<file path="src/rtl/controle_ciclo_trabalho.sv">
// controle_ciclo_trabalho
// Turns the two front-panel buttons into debounced, auto-repeating duty-cycle
// steps and owns the duty register read by the PWM comparator. Steps land in
// duty_pendente; duty_ativo only follows at a PWM period boundary (fim_periodo),
// so a running period is never truncated.
// Build option: define CONTROLE_CICLO_TRABALHO_AUTOREPETICAO_EN to enable
// hold-to-repeat. Without it every press gives exactly one step.
module controle_ciclo_trabalho #(
  parameter int LARGURA           = 8,
  parameter int PASSO             = 16,
  parameter int DUTY_MAX          = 255,
  parameter int DUTY_INICIAL      = 128,
  parameter int DEBOUNCE_CICLOS   = 500000,
  parameter int ATRASO_REPETICAO  = 25000000,
  parameter int PERIODO_REPETICAO = 5000000
) (
  input  logic               clock,
  input  logic               reset,
  input  logic               btn_mais,
  input  logic               btn_menos,
  input  logic               fim_periodo,
  output logic [LARGURA-1:0] duty_ativo,
  output logic [LARGURA-1:0] duty_pendente,
  output logic               atualizacao_pendente,
  output logic               no_limite
);

  typedef enum logic [1:0] {
    ESPERANDO = 2'd0,
    FILTRANDO = 2'd1,
    ATRASO    = 2'd2,
    REPETINDO = 2'd3
  } estado_t;

  // Step arithmetic runs one bit wider so the upward sum cannot wrap.
  localparam int LW1 = LARGURA + 1;
  localparam logic [LW1-1:0]     PASSO_X = LW1'(PASSO);
  localparam logic [LW1-1:0]     MAX_X   = LW1'(DUTY_MAX);
  localparam logic [LARGURA-1:0] MAX_L   = LARGURA'(DUTY_MAX);
  localparam logic [LARGURA-1:0] INI_L   = LARGURA'(DUTY_INICIAL);

`ifdef CONTROLE_CICLO_TRABALHO_AUTOREPETICAO_EN
  localparam int MAX_AP  = (ATRASO_REPETICAO > PERIODO_REPETICAO) ? ATRASO_REPETICAO : PERIODO_REPETICAO;
  localparam int CNT_MAX = (DEBOUNCE_CICLOS > MAX_AP) ? DEBOUNCE_CICLOS : MAX_AP;
`else
  // Repeat timings are ignored; they appear multiplied by zero only so the
  // parameter list stays identical in both builds.
  localparam int CNT_MAX = DEBOUNCE_CICLOS + 0 * ATRASO_REPETICAO + 0 * PERIODO_REPETICAO;
`endif
  localparam int CW = (CNT_MAX < 2) ? 1 : $clog2(CNT_MAX + 1);
  localparam logic [CW-1:0] UM_C    = CW'(1);
  localparam logic [CW-1:0] ZERO_C  = CW'(0);
  localparam logic [CW-1:0] LIM_DEB = CW'(DEBOUNCE_CICLOS - 1);
`ifdef CONTROLE_CICLO_TRABALHO_AUTOREPETICAO_EN
  localparam logic [CW-1:0] LIM_ATR = CW'(ATRASO_REPETICAO - 1);
  localparam logic [CW-1:0] LIM_PER = CW'(PERIODO_REPETICAO - 1);
`endif

  logic [1:0]         sinc_mais_r;
  logic [1:0]         sinc_menos_r;
  logic               s_mais;
  logic               s_menos;
  estado_t            estado_r;
  logic [CW-1:0]      cnt_r;
  logic               dir_r;
  logic               padrao_ok_s;
  logic               passo_s;
  logic [LW1-1:0]     soma_s;
  logic [LW1-1:0]     dif_s;
  logic [LARGURA-1:0] proximo_s;
  logic               muda_s;

  assign s_mais    = sinc_mais_r[1];
  assign s_menos   = sinc_menos_r[1];
  assign no_limite = (duty_pendente == {LARGURA{1'b0}}) || (duty_pendente == MAX_L);

  // Two-flop synchronizers for the asynchronous button pins.
  always_ff @(posedge clock or posedge reset) begin
    if (reset) begin
      sinc_mais_r  <= 2'b00;
      sinc_menos_r <= 2'b00;
    end else begin
      sinc_mais_r  <= {sinc_mais_r[0], btn_mais};
      sinc_menos_r <= {sinc_menos_r[0], btn_menos};
    end
  end

  // Press still valid, step-fire decision and saturated next duty value.
  always_comb begin
    padrao_ok_s = (s_mais ^ s_menos) && (s_mais == dir_r);
    passo_s     = 1'b0;
    case (estado_r)
      FILTRANDO: passo_s = padrao_ok_s && (cnt_r == LIM_DEB);
`ifdef CONTROLE_CICLO_TRABALHO_AUTOREPETICAO_EN
      ATRASO:    passo_s = padrao_ok_s && (cnt_r == LIM_ATR);
      REPETINDO: passo_s = padrao_ok_s && (cnt_r == LIM_PER);
`endif
      default:   passo_s = 1'b0;
    endcase
    soma_s = {1'b0, duty_pendente} + PASSO_X;
    dif_s  = {1'b0, duty_pendente} - PASSO_X;
    if (dir_r) begin
      if (soma_s > MAX_X) begin
        proximo_s = MAX_L;
      end else begin
        proximo_s = soma_s[LARGURA-1:0];
      end
    end else begin
      if ({1'b0, duty_pendente} < PASSO_X) begin
        proximo_s = {LARGURA{1'b0}};
      end else begin
        proximo_s = dif_s[LARGURA-1:0];
      end
    end
    muda_s = (proximo_s != duty_pendente);
  end

  // Press sequencer: debounce, first-repeat delay, repeat cadence.
  always_ff @(posedge clock or posedge reset) begin
    if (reset) begin
      estado_r <= ESPERANDO;
      cnt_r    <= ZERO_C;
      dir_r    <= 1'b0;
    end else begin
      case (estado_r)
        ESPERANDO: begin
          cnt_r <= ZERO_C;
          if (s_mais ^ s_menos) begin
            dir_r    <= s_mais;
            estado_r <= FILTRANDO;
          end else begin
            estado_r <= ESPERANDO;
          end
        end
        FILTRANDO: begin
          if (!padrao_ok_s) begin
            estado_r <= ESPERANDO;
            cnt_r    <= ZERO_C;
          end else if (passo_s) begin
            estado_r <= ATRASO;
            cnt_r    <= ZERO_C;
          end else begin
            cnt_r <= cnt_r + UM_C;
          end
        end
        ATRASO: begin
          if (!padrao_ok_s) begin
            estado_r <= ESPERANDO;
            cnt_r    <= ZERO_C;
`ifdef CONTROLE_CICLO_TRABALHO_AUTOREPETICAO_EN
          end else if (passo_s) begin
            estado_r <= REPETINDO;
            cnt_r    <= ZERO_C;
          end else begin
            cnt_r <= cnt_r + UM_C;
          end
`else
          end else begin
            cnt_r <= cnt_r;
          end
`endif
        end
`ifdef CONTROLE_CICLO_TRABALHO_AUTOREPETICAO_EN
        REPETINDO: begin
          if (!padrao_ok_s) begin
            estado_r <= ESPERANDO;
            cnt_r    <= ZERO_C;
          end else if (passo_s) begin
            cnt_r <= ZERO_C;
          end else begin
            cnt_r <= cnt_r + UM_C;
          end
        end
`endif
        default: begin
          estado_r <= ESPERANDO;
          cnt_r    <= ZERO_C;
        end
      endcase
    end
  end

  // Pending/active duty registers and the update-pending flag.
  always_ff @(posedge clock or posedge reset) begin
    if (reset) begin
      duty_ativo           <= INI_L;
      duty_pendente        <= INI_L;
      atualizacao_pendente <= 1'b0;
    end else begin
      if (fim_periodo) begin
        duty_ativo <= duty_pendente;
      end else begin
        duty_ativo <= duty_ativo;
      end
      if (passo_s) begin
        duty_pendente <= proximo_s;
      end else begin
        duty_pendente <= duty_pendente;
      end
      if (passo_s && muda_s) begin
        atualizacao_pendente <= 1'b1;
      end else if (fim_periodo) begin
        atualizacao_pendente <= 1'b0;
      end else begin
        atualizacao_pendente <= atualizacao_pendente;
      end
    end
  end

endmodule

</file>
<file path="config.mk">
export PLATFORM = sky130hd
export DESIGN_NAME = controle_ciclo_trabalho
export DESIGN_NICKNAME = d
export VERILOG_FILES = /design/src/rtl/controle_ciclo_trabalho.sv
export SDC_FILE = /design/constraint.sdc
export NUM_CORES = 1
export LEC_CHECK = 0
export ABC_AREA = 1
export CAP_MARGIN = 20
export CORE_MARGIN = 2
export CORE_UTILIZATION = 38
export CTS_CLUSTER_DIAMETER = 80
export CTS_CLUSTER_SIZE = 16
export DETAILED_ROUTE_END_ITERATION = 8
export PLACE_DENSITY_LB_ADDON = 0.3
export SLEW_MARGIN = 20
export SYNTH_ARGS = -nofsm -noshare
export SYNTH_HDL_FRONTEND = slang
export SYNTH_SLANG_ARGS = --single-unit
</file>
<file path="constraint.sdc">
create_clock -name clock -period 1.9 [get_ports clock]
set_input_delay 0.38 -clock clock [delete_from_list [all_inputs] [get_ports clock]]
set_output_delay 0.38 -clock clock [all_outputs]
set_load 0.02 [all_outputs]
</file>
==> results by group <==
Hold path
  – Min-Delay Path Class: flop to flop
  – Instance count along the most critical hold path: 0
  – Min-Delay Endpoint: sinc_mais_r[1]
  – Startpoint of the lowest-slack hold path: sinc_mais_r[0]

STA
  – Fmax achieved: 535 MHz
  – Pins Over Slew Limit: 0
  – Number of endpoints with negative hold slack in the final report: 0
  – Setup-violating endpoint count in the final report: 0
  – Fin crit period: 1.87 ns
  – Tcrit/Tclk final: 98.3%
  – Transition time at the pin with the least slew margin: 0.377 ns
  – Setup Skew: 0.0139 ns
  – Normalized max-slew margin: 74.8%
  – Unrepaired setup endpoints after global routing: yes
  – Least setup slack across all paths after layout: 0.0325 ns

Die
  – Rows: 28
  – Overall die area: 6830 µm²
  – Die outline width: 82.6 µm
  – Starting density of the core: 39.5%
  – Ports placed on the boundary: 23
  – Die height: 82.6 µm
  – Core area: 5960 µm²

Clocking
  – Maximum level of the CTS H-tree: 2
  – Number of CTS-inserted buffers: 5
  – Clock-pin slew on the worst setup and hold paths: 0.08 ns
  – Worst-Skew Late Latency: 0.30 ns
  – Root buffer cell: sky130_fd_sc_hd__clkbuf_8
  – Number of buffers inserted for hold repair after clock tree synthesis: 0
  – Clock tree from TritonCTS: yes
  – Maximum clock path buffer count: 2
  – Total number of clock tree sinks: 43

Setup path
  – Kind of start point of the critical path: flop
  – Endpoint of the most critical register-to-register path: atualizacao_pendente
  – Source of the worst register-to-register timing path: duty_pendente[4]
  – Critical path data required time: 2.09 ns
  – Setup slack on the worst flop-to-flop path: 0.03 ns
  – CP endpoint kind: flop
  – Maximum fanout along the worst path: 6
  – Worst Reg2Reg Path Length in Cells: 13
  – Setup CP Type: flop to flop
  – Crit path arrival time: 2.06 ns

Layout
  – Most frequent standard cell in the layout excluding fill and tap cells: sky130_fd_sc_hd__nand2_1
  – Number of inserted diodes: 0
  – Fin cells: 406
  – Final standard cell utilization of the core: 49.1%
  – Proportion of layout cells with a drive suffix above 1: 18.7%
  – Net count reported at finish: 340
  – Fill count: 573
  – Highest-count cells in the layout ignoring fill and taps: sky130_fd_sc_hd__nand2_1 (63), sky130_fd_sc_hd__dfrtp_1 (40), sky130_fd_sc_hd__inv_1 (34), sky130_fd_sc_hd__nor2_1 (23)
  – Area growth from synthesis to final layout: 24.4%

Synth
  – Number of synthesized register bits: 43
  – Synth Warn #: 0
  – Per-instance average area after synthesis: 8.19 µm²
  – Mapped Area: 2350 µm²
  – Synth Flop Type: sky130_fd_sc_hd__dfrtp_1
  – Proportion of synthesized flip-flops having asynchronous set or reset: 100%
  – Number of flops mapped to enable cells by yosys: 0
  – Distinct cell type count after synthesis: 38
  – Share of the yosys chip area belonging to registers: 45.9%
  – Nets in the synthesized netlist: 297
  – Synth Instances: 287

Route
  – Number of vias in the routed layout: 2012
  – Violation count after the first detailed-routing iteration: 116
  – Routed wire length per instance: 12.8 µm
  – Routed via count divided by cell count: 4.96
  – Count of TritonRoute iterations in the first routing pass: 5
  – Remaining routing DRC violations: 0
  – Total length of routed wires: 5200 µm
  – Count of nets left with antenna violations after detail routing: 0

GRT
  – Total Routing Usage GR: 16.7%
  – Grt total ovfl: 0
  – Pin count of the biggest net entering global routing: 44
  – Vias in the first global route: 1915
  – Global-route wire length before repair: 8630 µm
  – Initial antenna violation count: 0

Power
  – Worst ir drop on vdd: 401 µV
  – Power per standard cell area: 629 nW/µm²
  – Total Power: 1840 µW
  – LEAKAGE: 0.00139 µW

Placement
  – Cell count after placement: 398
  – I/O Buffers: 22
  – Routability congestion estimate from global placement: 0.902
  – HPWL after detailed placement: 3780 µm
  – DP Worst Slack: -0.0629 ns

Outcome
  – Run status: completed

Flow run
  – Total of max-cap violations: 0
[worst max-delay path, stage by stage (launching register included)]
cell and delay (ns):
sky130_fd_sc_hd__dfrtp_2 0.41, sky130_fd_sc_hd__buf_4 0.16, sky130_fd_sc_hd__ha_1 0.21, sky130_fd_sc_hd__buf_4 0.15, sky130_fd_sc_hd__xor2_4 0.15, sky130_fd_sc_hd__nand3_2 0.12
sky130_fd_sc_hd__nand2_2 0.11, sky130_fd_sc_hd__nand2_2 0.06, sky130_fd_sc_hd__nand2_1 0.09, sky130_fd_sc_hd__nand3_1 0.08, sky130_fd_sc_hd__nor2_1 0.09, sky130_fd_sc_hd__nand2_1 0.06
sky130_fd_sc_hd__nand2_1 0.05, sky130_fd_sc_hd__nand2_1 0.04
[layer usage]
metal / global-route usage [%] / vias to the layer above / share of wire [%]
li1: - / 1013 / -
met1: 21.4 / 945 / 48
met2: 27.2 / 41 / 46
met3: 3.04 / 13 / 3.3
met4: 7.87 / 0 / 2.7
met5: 0 / - / 0
[cell type report]
cell class	instances	area, µm²	share of cell area (%)
clock buffer	7	76.3	2.61
clock inverter	1	30.0	1.03
inverter	42	160	5.48
multi-input combinational	198	1110	38.0
sequential	43	1080	36.9
tap	75	93.8	3.21
timing repair buffer	40	373	12.8
[per-stage QoR]
step / hold WS, ns / cell area, µm² / setup TNS, ns
after floorplan: 0.331 / 2350 / 0
after global placement: 0.331 / 2790 / -0.0295
after detailed placement: 0.336 / 2790 / -0.0629
after CTS: 0.354 / 2890 / 0
after global routing: 0.362 / 2920 / -0.169
final: 0.356 / 2920 / 0
[synth_stat cells (all sizes together) (2+ instances only)]
cell type  instances  area [µm²]
dfstp              2        52.6
xor2               3        33.8
a21oi             14        70.1
inv               42         160
nor3               5        36.3
a22oi              2        15.0
o21ai             28         140
dfrtp             41        1030
nor4               2        42.5
nand2             69         277
buf                3        23.8
ha                 5        62.6
nand3             23         130
nand4              4        31.3
nor2              34         173
[worst max-delay path by stage]
stage / startpoint / end / slack, ns
global route: duty_pendente[5] / atualizacao_pendente / -0.10
detailed placement: duty_pendente[4] / no_limite / -0.06
finish: duty_pendente[4] / atualizacao_pendente / 0.03
global placement: duty_pendente[4] / no_limite / -0.03
floorplan: duty_pendente[5] / atualizacao_pendente / 0.02
CTS: duty_pendente[6] / duty_pendente[6] / 0.001
[kinds of logic (layout without fill, tap and decap cells)]
family | Yosys count | in the layout | synth area share (%)
simple gates | 138 | 138 | 29.7
xor+xnor | 4 | 4 | 1.81
compound gates | 51 | 51 | 12.0
flops | 43 | 43 | 45.9
fa+ha+maj | 5 | 5 | 2.66
buf+inv | 46 | 90 | 7.99
[where the power goes]
part	switching (µW)	internal [µW]	leakage, µW
Combinational	125	61.1	0.000757
Clock	312	394	0.0000524
Sequential	16.6	931	0.000578
[repair_timing]
item,4_1_cts,5_1_grt
pin swaps,0,5
endpoints found under the setup margin,1,9
setup buffers,0,0
cloned,0,0
resized for setup,5,10
[flip-flops by register name, summed over array words and instances (netlist names)]
register	flops
atualizacao_pendente	1
sinc_menos_r	2
duty_ativo	8
dir_r	1
sinc_mais_r	2
duty_pendente	8
estado_r	2
cnt_r	19
(Power assumes the default switching activity.)
